--- src/rtl/mem_arbiter_if.sv ---
// Handshake and RAM-command bundle between two requesters, the arbiter and a registered-read RAM.
// The arbiter connects through the slave modport; requesters and the RAM side use master.
interface mem_arbiter_if #(
  parameter int WIDTH        = 16,
  parameter int RAM_adr_BITS = 16
);
  logic                    a_req, b_req;
  logic                    a_we, b_we;
  logic [RAM_adr_BITS-1:0] a_adr, b_adr;
  logic [WIDTH-1:0]        a_wdata, b_wdata;
  logic                    a_gnt, b_gnt;
  logic                    a_rvalid, b_rvalid;
  logic [WIDTH-1:0]        a_rdata, b_rdata;
  logic                    mem_en, mem_we;
  logic [RAM_adr_BITS-1:0] mem_adr;
  logic [WIDTH-1:0]        mem_wdata;
  logic [WIDTH-1:0]        mem_rdata;

  modport slave (
    input  a_req, a_we, a_adr, a_wdata,
    input  b_req, b_we, b_adr, b_wdata,
    input  mem_rdata,
    output a_gnt, a_rvalid, a_rdata,
    output b_gnt, b_rvalid, b_rdata,
    output mem_en, mem_we, mem_adr, mem_wdata
  );

  modport master (
    output a_req, a_we, a_adr, a_wdata,
    output b_req, b_we, b_adr, b_wdata,
    output mem_rdata,
    input  a_gnt, a_rvalid, a_rdata,
    input  b_gnt, b_rvalid, b_rdata,
    input  mem_en, mem_we, mem_adr, mem_wdata
  );
endinterface

--- src/rtl/mem_arbiter.sv ---
// Two-port arbiter in front of a single-port RAM with one-cycle registered read data.
// Default build is fixed priority (A wins); define MEM_ARB_RR_EN for round-robin arbitration.
module mem_arbiter #(
  parameter int WIDTH        = 16,
  parameter int RAM_adr_BITS = 16
) (
  input  logic           clk,
  input  logic           rst_n,
  mem_arbiter_if.slave   bus
);

  typedef enum logic {OWN_A = 1'b0, OWN_B = 1'b1} owner_t;

  logic                    a_elig, b_elig, grant_a, grant_b;
  logic                    mem_en_q, mem_en_d, mem_we_q, mem_we_d;
  logic [RAM_adr_BITS-1:0] mem_adr_q, mem_adr_d;
  logic [WIDTH-1:0]        mem_wdata_q, mem_wdata_d;
  logic                    a_gnt_q, a_gnt_d, b_gnt_q, b_gnt_d;
  logic                    rd1_q, rd1_d, rv_q, rv_d;
  owner_t                  own1_q, own1_d, own2_q, own2_d;
  owner_t                  last_q, last_d;

  always_comb begin
    // Own grant still showing masks a requester for one cycle, forcing alternation.
    a_elig  = bus.a_req & ~a_gnt_q;
    b_elig  = bus.b_req & ~b_gnt_q;
    grant_a = 1'b0;
    grant_b = 1'b0;
`ifdef MEM_ARB_RR_EN
    if (a_elig && b_elig) begin
      grant_a = (last_q == OWN_B);
      grant_b = (last_q == OWN_A);
    end else begin
      grant_a = a_elig;
      grant_b = b_elig;
    end
`else
    grant_a = a_elig;
    grant_b = b_elig & ~a_elig;
`endif

    last_d      = last_q;
    mem_we_d    = 1'b0;
    mem_adr_d   = mem_adr_q;
    mem_wdata_d = mem_wdata_q;
    own1_d      = OWN_A;
    if (grant_a) begin
      last_d      = OWN_A;
      mem_we_d    = bus.a_we;
      mem_adr_d   = bus.a_adr;
      mem_wdata_d = bus.a_wdata;
    end else if (grant_b) begin
      last_d      = OWN_B;
      mem_we_d    = bus.b_we;
      mem_adr_d   = bus.b_adr;
      mem_wdata_d = bus.b_wdata;
      own1_d      = OWN_B;
    end
    mem_en_d = grant_a | grant_b;
    a_gnt_d  = grant_a;
    b_gnt_d  = grant_b;
    rd1_d    = mem_en_d & ~mem_we_d;
    rv_d     = rd1_q;
    own2_d   = own1_q;
  end

  always_ff @(posedge clk or negedge rst_n) begin
    if (!rst_n) begin
      mem_en_q    <= 1'b0;
      mem_we_q    <= 1'b0;
      mem_adr_q   <= '0;
      mem_wdata_q <= '0;
      a_gnt_q     <= 1'b0;
      b_gnt_q     <= 1'b0;
      rd1_q       <= 1'b0;
      rv_q        <= 1'b0;
      own1_q      <= OWN_A;
      own2_q      <= OWN_A;
      last_q      <= OWN_B;
    end else begin
      mem_en_q    <= mem_en_d;
      mem_we_q    <= mem_we_d;
      mem_adr_q   <= mem_adr_d;
      mem_wdata_q <= mem_wdata_d;
      a_gnt_q     <= a_gnt_d;
      b_gnt_q     <= b_gnt_d;
      rd1_q       <= rd1_d;
      rv_q        <= rv_d;
      own1_q      <= own1_d;
      own2_q      <= own2_d;
      last_q      <= last_d;
    end
  end

  assign bus.mem_en    = mem_en_q;
  assign bus.mem_we    = mem_we_q;
  assign bus.mem_adr   = mem_adr_q;
  assign bus.mem_wdata = mem_wdata_q;
  assign bus.a_gnt     = a_gnt_q;
  assign bus.b_gnt     = b_gnt_q;
  assign bus.a_rvalid  = rv_q & (own2_q == OWN_A);
  assign bus.b_rvalid  = rv_q & (own2_q == OWN_B);
  assign bus.a_rdata   = bus.mem_rdata;
  assign bus.b_rdata   = bus.mem_rdata;

endmodule

--- src/flat_wrapper.sv ---
// flat-port wrapper written by rule: the top's interface ports become plain ports
module mem_arbiter_flat 
#(
  parameter int WIDTH        = 16,
  parameter int RAM_adr_BITS = 16
)
  (clk, rst_n, bus_a_req, bus_a_we, bus_a_adr, bus_a_wdata, bus_b_req, bus_b_we, bus_b_adr, bus_b_wdata, bus_mem_rdata, bus_a_gnt, bus_a_rvalid, bus_a_rdata, bus_b_gnt, bus_b_rvalid, bus_b_rdata, bus_mem_en, bus_mem_we, bus_mem_adr, bus_mem_wdata);
  mem_arbiter_if #(.WIDTH(WIDTH), .RAM_adr_BITS(RAM_adr_BITS)) bus_i ();
  input  logic clk;
  input  logic rst_n;
  input wire logic [$bits(bus_i.a_req)-1:0] bus_a_req;
  input wire logic [$bits(bus_i.a_we)-1:0] bus_a_we;
  input wire logic [$bits(bus_i.a_adr)-1:0] bus_a_adr;
  input wire logic [$bits(bus_i.a_wdata)-1:0] bus_a_wdata;
  input wire logic [$bits(bus_i.b_req)-1:0] bus_b_req;
  input wire logic [$bits(bus_i.b_we)-1:0] bus_b_we;
  input wire logic [$bits(bus_i.b_adr)-1:0] bus_b_adr;
  input wire logic [$bits(bus_i.b_wdata)-1:0] bus_b_wdata;
  input wire logic [$bits(bus_i.mem_rdata)-1:0] bus_mem_rdata;
  output wire logic [$bits(bus_i.a_gnt)-1:0] bus_a_gnt;
  output wire logic [$bits(bus_i.a_rvalid)-1:0] bus_a_rvalid;
  output wire logic [$bits(bus_i.a_rdata)-1:0] bus_a_rdata;
  output wire logic [$bits(bus_i.b_gnt)-1:0] bus_b_gnt;
  output wire logic [$bits(bus_i.b_rvalid)-1:0] bus_b_rvalid;
  output wire logic [$bits(bus_i.b_rdata)-1:0] bus_b_rdata;
  output wire logic [$bits(bus_i.mem_en)-1:0] bus_mem_en;
  output wire logic [$bits(bus_i.mem_we)-1:0] bus_mem_we;
  output wire logic [$bits(bus_i.mem_adr)-1:0] bus_mem_adr;
  output wire logic [$bits(bus_i.mem_wdata)-1:0] bus_mem_wdata;
  assign bus_i.a_req = bus_a_req;
  assign bus_i.a_we = bus_a_we;
  assign bus_i.a_adr = bus_a_adr;
  assign bus_i.a_wdata = bus_a_wdata;
  assign bus_i.b_req = bus_b_req;
  assign bus_i.b_we = bus_b_we;
  assign bus_i.b_adr = bus_b_adr;
  assign bus_i.b_wdata = bus_b_wdata;
  assign bus_i.mem_rdata = bus_mem_rdata;
  assign bus_a_gnt = bus_i.a_gnt;
  assign bus_a_rvalid = bus_i.a_rvalid;
  assign bus_a_rdata = bus_i.a_rdata;
  assign bus_b_gnt = bus_i.b_gnt;
  assign bus_b_rvalid = bus_i.b_rvalid;
  assign bus_b_rdata = bus_i.b_rdata;
  assign bus_mem_en = bus_i.mem_en;
  assign bus_mem_we = bus_i.mem_we;
  assign bus_mem_adr = bus_i.mem_adr;
  assign bus_mem_wdata = bus_i.mem_wdata;
  mem_arbiter #(.WIDTH(WIDTH), .RAM_adr_BITS(RAM_adr_BITS)) u_core (.clk(clk), .rst_n(rst_n), .bus(bus_i));
endmodule
--- config.mk ---
export PLATFORM = sky130hd
export DESIGN_NAME = mem_arbiter_flat
export DESIGN_NICKNAME = d
export VERILOG_FILES = /design/src/rtl/mem_arbiter_if.sv /design/src/rtl/mem_arbiter.sv /design/src/flat_wrapper.sv
export SDC_FILE = /design/constraint.sdc
export NUM_CORES = 1
export LEC_CHECK = 0
export ABC_AREA = 1
export CAP_MARGIN = 20
export CORE_ASPECT_RATIO = 1.4
export CORE_UTILIZATION = 39
export CTS_CLUSTER_DIAMETER = 30
export CTS_CLUSTER_SIZE = 24
export DETAILED_ROUTE_END_ITERATION = 12
export PLACE_DENSITY = 0.9
export SLEW_MARGIN = 0
export SYNTH_ARGS = -nofsm -noshare
export SYNTH_HDL_FRONTEND = slang
export SYNTH_SLANG_ARGS = --single-unit
export TNS_END_PERCENT = 30
--- constraint.sdc ---
create_clock -name clk -period 2.7 [get_ports clk]
set_clock_uncertainty 0.1 [all_clocks]
set_input_delay 0.27 -clock clk [delete_from_list [all_inputs] [get_ports clk]]
set_output_delay 0.27 -clock clk [all_outputs]
set_load 0.02 [all_outputs]
# Word-level counts from Yosys, hierarchy flattened
# Index checks and enable logic that the tools add are counted.
# W data, S select, Z words.
totals:
  regBits: 40
  latchBits: 0
  ramBits: 0
  rom_bits: 0
  elab_cells: 31
  mem_count: 0
classes:
  n_addsub: 0
  mul: 0
  div_mod_pow: 0
  order_cmp: 0
  eq_ne: 0
  shift: 0
  mux: 8
  bitwise: 12
  n_reduce_logical: 1
op_table:
  columns: ["cell", "count"]
  rows:
  - ["$mux W16", 4]
  - ["$and A1 B1 Y1", 6]
  - ["$not A1 Y1", 5]
  - ["$mux W1", 4]
  - ["$reduce_bool A2 Y1", 1]
  - ["$or A1 B1 Y1", 1]

# Logic depth before layout (Yosys ltp)
logic_depth:
  ltp_word: 8
  depth_mapped: 7
  depth_no_buf: 6

# Least setup slack after synthesis
# OpenSTA, ideal clock, no wires.
synth_path:
  kind: "register to register"
  from: "register u_core.a_gnt_q, in the netlist u_core.bus.a_gnt"
  to: "register u_core.mem_adr_q[10], in the netlist u_core.bus.mem_adr[10]"
  setup_ns: 0.117
  arrival_time_ns: 1.023
  setup_slack_ns: 1.460
  path_stages_with_launch: 8
  n_path_buf: 1
  cell_sequence: "dfrtp_1 inv_2 nand2_8 nand2_8 inv_4 buf_6 nand2_1 nand2_1"
synth_between:
  elab_chain_len: 5
  elab_cells_between_ends: 6
synth_lines:
  columns: ["item", "line", "rtl"]
  rows:
  - ["start, declared", "mem_arbiter.sv:18", "logic a_gnt_q, a_gnt_d, b_gnt_q, b_gnt_d;"]
  - ["start signal, assigned", "mem_arbiter.sv:85", "a_gnt_q <= a_gnt_d;"]
  - ["$not A1 Y1 (*)", "mem_arbiter.sv:25", "a_elig = bus.a_req & ~a_gnt_q;"]
  - ["$and A1 B1 Y1 (*)", "mem_arbiter.sv:25", null]
  - ["$not A1 Y1", "mem_arbiter.sv:39", "grant_b = b_elig & ~a_elig;"]
  - ["$and A1 B1 Y1", "mem_arbiter.sv:39", null]
  - ["$reduce_bool A2 Y1 (no line)", null, null]
  - ["end signal, assigned", "mem_arbiter.sv:83", "mem_adr_q <= mem_adr_d;"]
  - ["end, declared", "mem_arbiter.sv:16", "logic [RAM_adr_BITS-1:0] mem_adr_q, mem_adr_d;"]
# Mark *: on every way between the ends. The rest lies on a longest branch, timed or not.
# A chain may end at the register's enable or synchronous reset.

# Worst setup path in the final report
layout_path:
  from: "register u_core.own2_q"
  to: "output port bus_a_rvalid"
layout_between:
  elab_chain_len: 2
layout_lines:
  columns: ["item", "line", "rtl"]
  rows:
  - ["start, declared", "mem_arbiter.sv:20", "owner_t own1_q, own1_d, own2_q, own2_d;"]
  - ["start signal, assigned", "mem_arbiter.sv:90", "own2_q <= own2_d;"]
  - ["$not A1 Y1", "mem_arbiter.sv:101", "assign bus.a_rvalid = rv_q & (own2_q == OWN_A);"]
  - ["$and A1 B1 Y1", "mem_arbiter.sv:101", null]
  - ["end, declared", "flat_wrapper.sv:21", "output wire logic [$bits(bus_i.a_rvalid)-1:0] bus_a_rvalid;"]
# Every way passes these cells.

==> metrics.txt <==
worst-margin pin slew=0.8465 ns; layout cells sized above 1=4.110%; clk_lat worst skew=0.28 ns; number of gates resized after cts=0; GPL Wtd Cong=0.7226; 1st-iter DRT viols=124; r2r endpoint=u_core.bus.mem_adr[12]; crit share post-route=63.88%; final WL=5.585 mm; Mapped Area=2321 um2; Fillers=519; Critical Path Sink=bus_a_rvalid; Final Max Slew Viols=0; Max VDD drop=336.8 uV; CTS Buf Count=5; Avg Inst Size Synth=7.815 um2; status=finished with violations; pre-CTS WS=0.7564 ns; Synth Register Bits=39; WS Path Type=flop to output port; failing checks=hold timing; Layout area overhead=38.60%; drt first pass iters=4; Wirelength per Cell=12.90 um; clock sinks=39; first-pass GRT wire length=8.756 mm; Die Y=93.28 um; hold slack=-0.006215 ns; Yosys cell types=13; Pwr Density=524.8 nW/um2; Post-layout nets=451; Initial Util=41.41%; reg2reg setup slack=1.14 ns; CP arrival=1.35 ns; min Tclk post-route=1.725 ns; post-CTS setup buffers=0; CTS clk-pin slew, worst paths=0.07 ns; Vias=2075; Die Wd=67.20 um; crit-path leading delay family=buffers and inverters; Crit-path slowest cell=clkdlybuf4s50_1; CP Launch Point=u_core.own2_q; Slew headroom=43.56%; die area=6268 um2; GRT Overall Usage=18.15%; worst path bufs/invs=1; reg2reg path depth=6; vias per cell=4.792; f_max=579.8 MHz; worst r2r src=u_core.bus.a_gnt; CTS tree=built; hold_buf cts=0; number of H-tree levels=2; vias in the first global route=2006; final hold violation count=38; antenna fix cells=0; synth warn=0; hpwl dp=3.976 mm; CTS Buffer Depth=2; core area=5605 um2; Ports=156; hold crit path type=input pin to asynchronous set/reset pin; max cap viols=0; number of stages on the worst setup path=2; initial antenna violation count=0; final-report setup violation count=0; Mapped Nets=383; Pwr Total=1.688 mW; gr ovfl total=0; DRC=0; sequential area share after synthesis=42.05%; RSZ-0062 raised after global routing=no; Critical Path, Cell by Cell=nor2_1 > clkdlybuf4s50_1; Final WS setup=0.9752 ns; critical path endpoint category=output port; worst-path maximum fanout=2; setup TNS=0 ns; row count=32; CP Launch Type=flop; I/O Buffers=107; clk root buf=clkbuf_8; Worst Path Required=2.33 ns; CP peak stage delay=0.60 ns; pin count of the biggest net entering global routing=40; Syn Inst Count=297; post-detailed-route count of antenna-violating nets=0; Lkg Pwr=1.593 nW
## final cells by class
cell class,instances,area (um2),area share [%]
tap,68,85.08,2.645
timing repair buffer,109,1081,33.61
clock inverter,1,5.005,0.1556
sequential,39,975.9,30.34
inverter,39,148.9,4.629
multi-input combinational,171,838.3,26.06
clock buffer,6,82.58,2.567
## layout by cell type, fill, tap and decap left out
master | Yosys | routed
clkinv_2 | 0 | 1
buf_4 | 37 | 2
nand2_8 | 2 | 2
inv_2 | 1 | 1
clkbuf_8 | 0 | 6
nand2_2 | 1 | 1
nor2_1 | 4 | 4
inv_1 | 37 | 37
dfrtp_1 | 39 | 39
inv_4 | 1 | 1
clkdlybuf4s50_1 | 0 | 106
nand2_1 | 99 | 99
buf_2 | 7 | 1
nand3b_1 | 32 | 32
nand3_1 | 33 | 33
## stage by stage
| stage | instance area [um2] | util, % | instances |
|---|---|---|---|
| after floorplan | 2321 | - | 297 |
| after global placement | 3129 | 55.83 | 426 |
| after detailed placement | 3129 | 55.83 | 426 |
| after CTS | 3217 | 57.39 | 433 |
| after global routing | 3217 | 57.39 | 433 |
| final | 3217 | 57.39 | 433 |
## cell usage after synthesis (all sizes together)
cell,number,area [um2]
nand2,102,417.9
buf,48,357.8
dfrtp,39,975.9
inv,39,148.9
nand3,33,165.2
nand3b,32,240.2
nor2,4,15.01
## worst register-to-register path, stage by stage, from the launching register on
cell and delay (ns):
dfrtp_1 0.37, inv_2 0.08, nand2_8 0.20, nand2_8 0.21, inv_4 0.35, nand2_1 0.11, nand2_1 0.08
## routing by layer
layer / wire [um] / part of all wire (%) / vias to the layer above / track usage (%)
met5: 0 / 0 / - / 0
met4: 111 / 2.0 / 0 / 6.383
met3: 335 / 6.0 / 22 / 3.537
met2: 3062 / 55 / 78 / 34.50
met1: 2075 / 37 / 967 / 18.83
li1: - / - / 1008 / -
## worst min path at each step
stage,slack [ns],start,end
after floorplan,-0.13,rst_n,u_core.bus.a_gnt
after global placement,0.23,u_core.rd1_q,u_core.rv_q
after detailed placement,0.24,u_core.rd1_q,u_core.rv_q
after CTS,0.01,rst_n,u_core.bus.mem_wdata[13]
after global routing,0.05,rst_n,u_core.bus.mem_wdata[5]
final,-0.006,rst_n,u_core.bus.mem_adr[15]
## cells by family (layout without fill, tap and decap cells)
family                 count (synthesis)  after routing  share of synthesized area (%)
AND/OR/NAND/NOR                      171            171                          36.12
buffers and inverters                 87            155                          21.83
flip-flops                            39             39                          42.05
## sequential cells by signal, summed over array words and instances, names as in the netlist
signal and count:
u_core.bus.mem_adr 16, u_core.bus.mem_we 1, u_core.bus.mem_en 1, u_core.bus.a_gnt 1, u_core.rd1_q 1, u_core.rv_q 1, u_core.bus.mem_wdata 16, u_core.own2_q 1
u_core.bus.b_gnt 1
## power breakdown
part           internal [mW]  switching [mW]  total [mW]
sequential             0.667          0.0489       0.716
clock                  0.200           0.194       0.394
combinational          0.291           0.288       0.578
total                   1.16           0.530        1.69
Power figures use the tool's default switching activity.
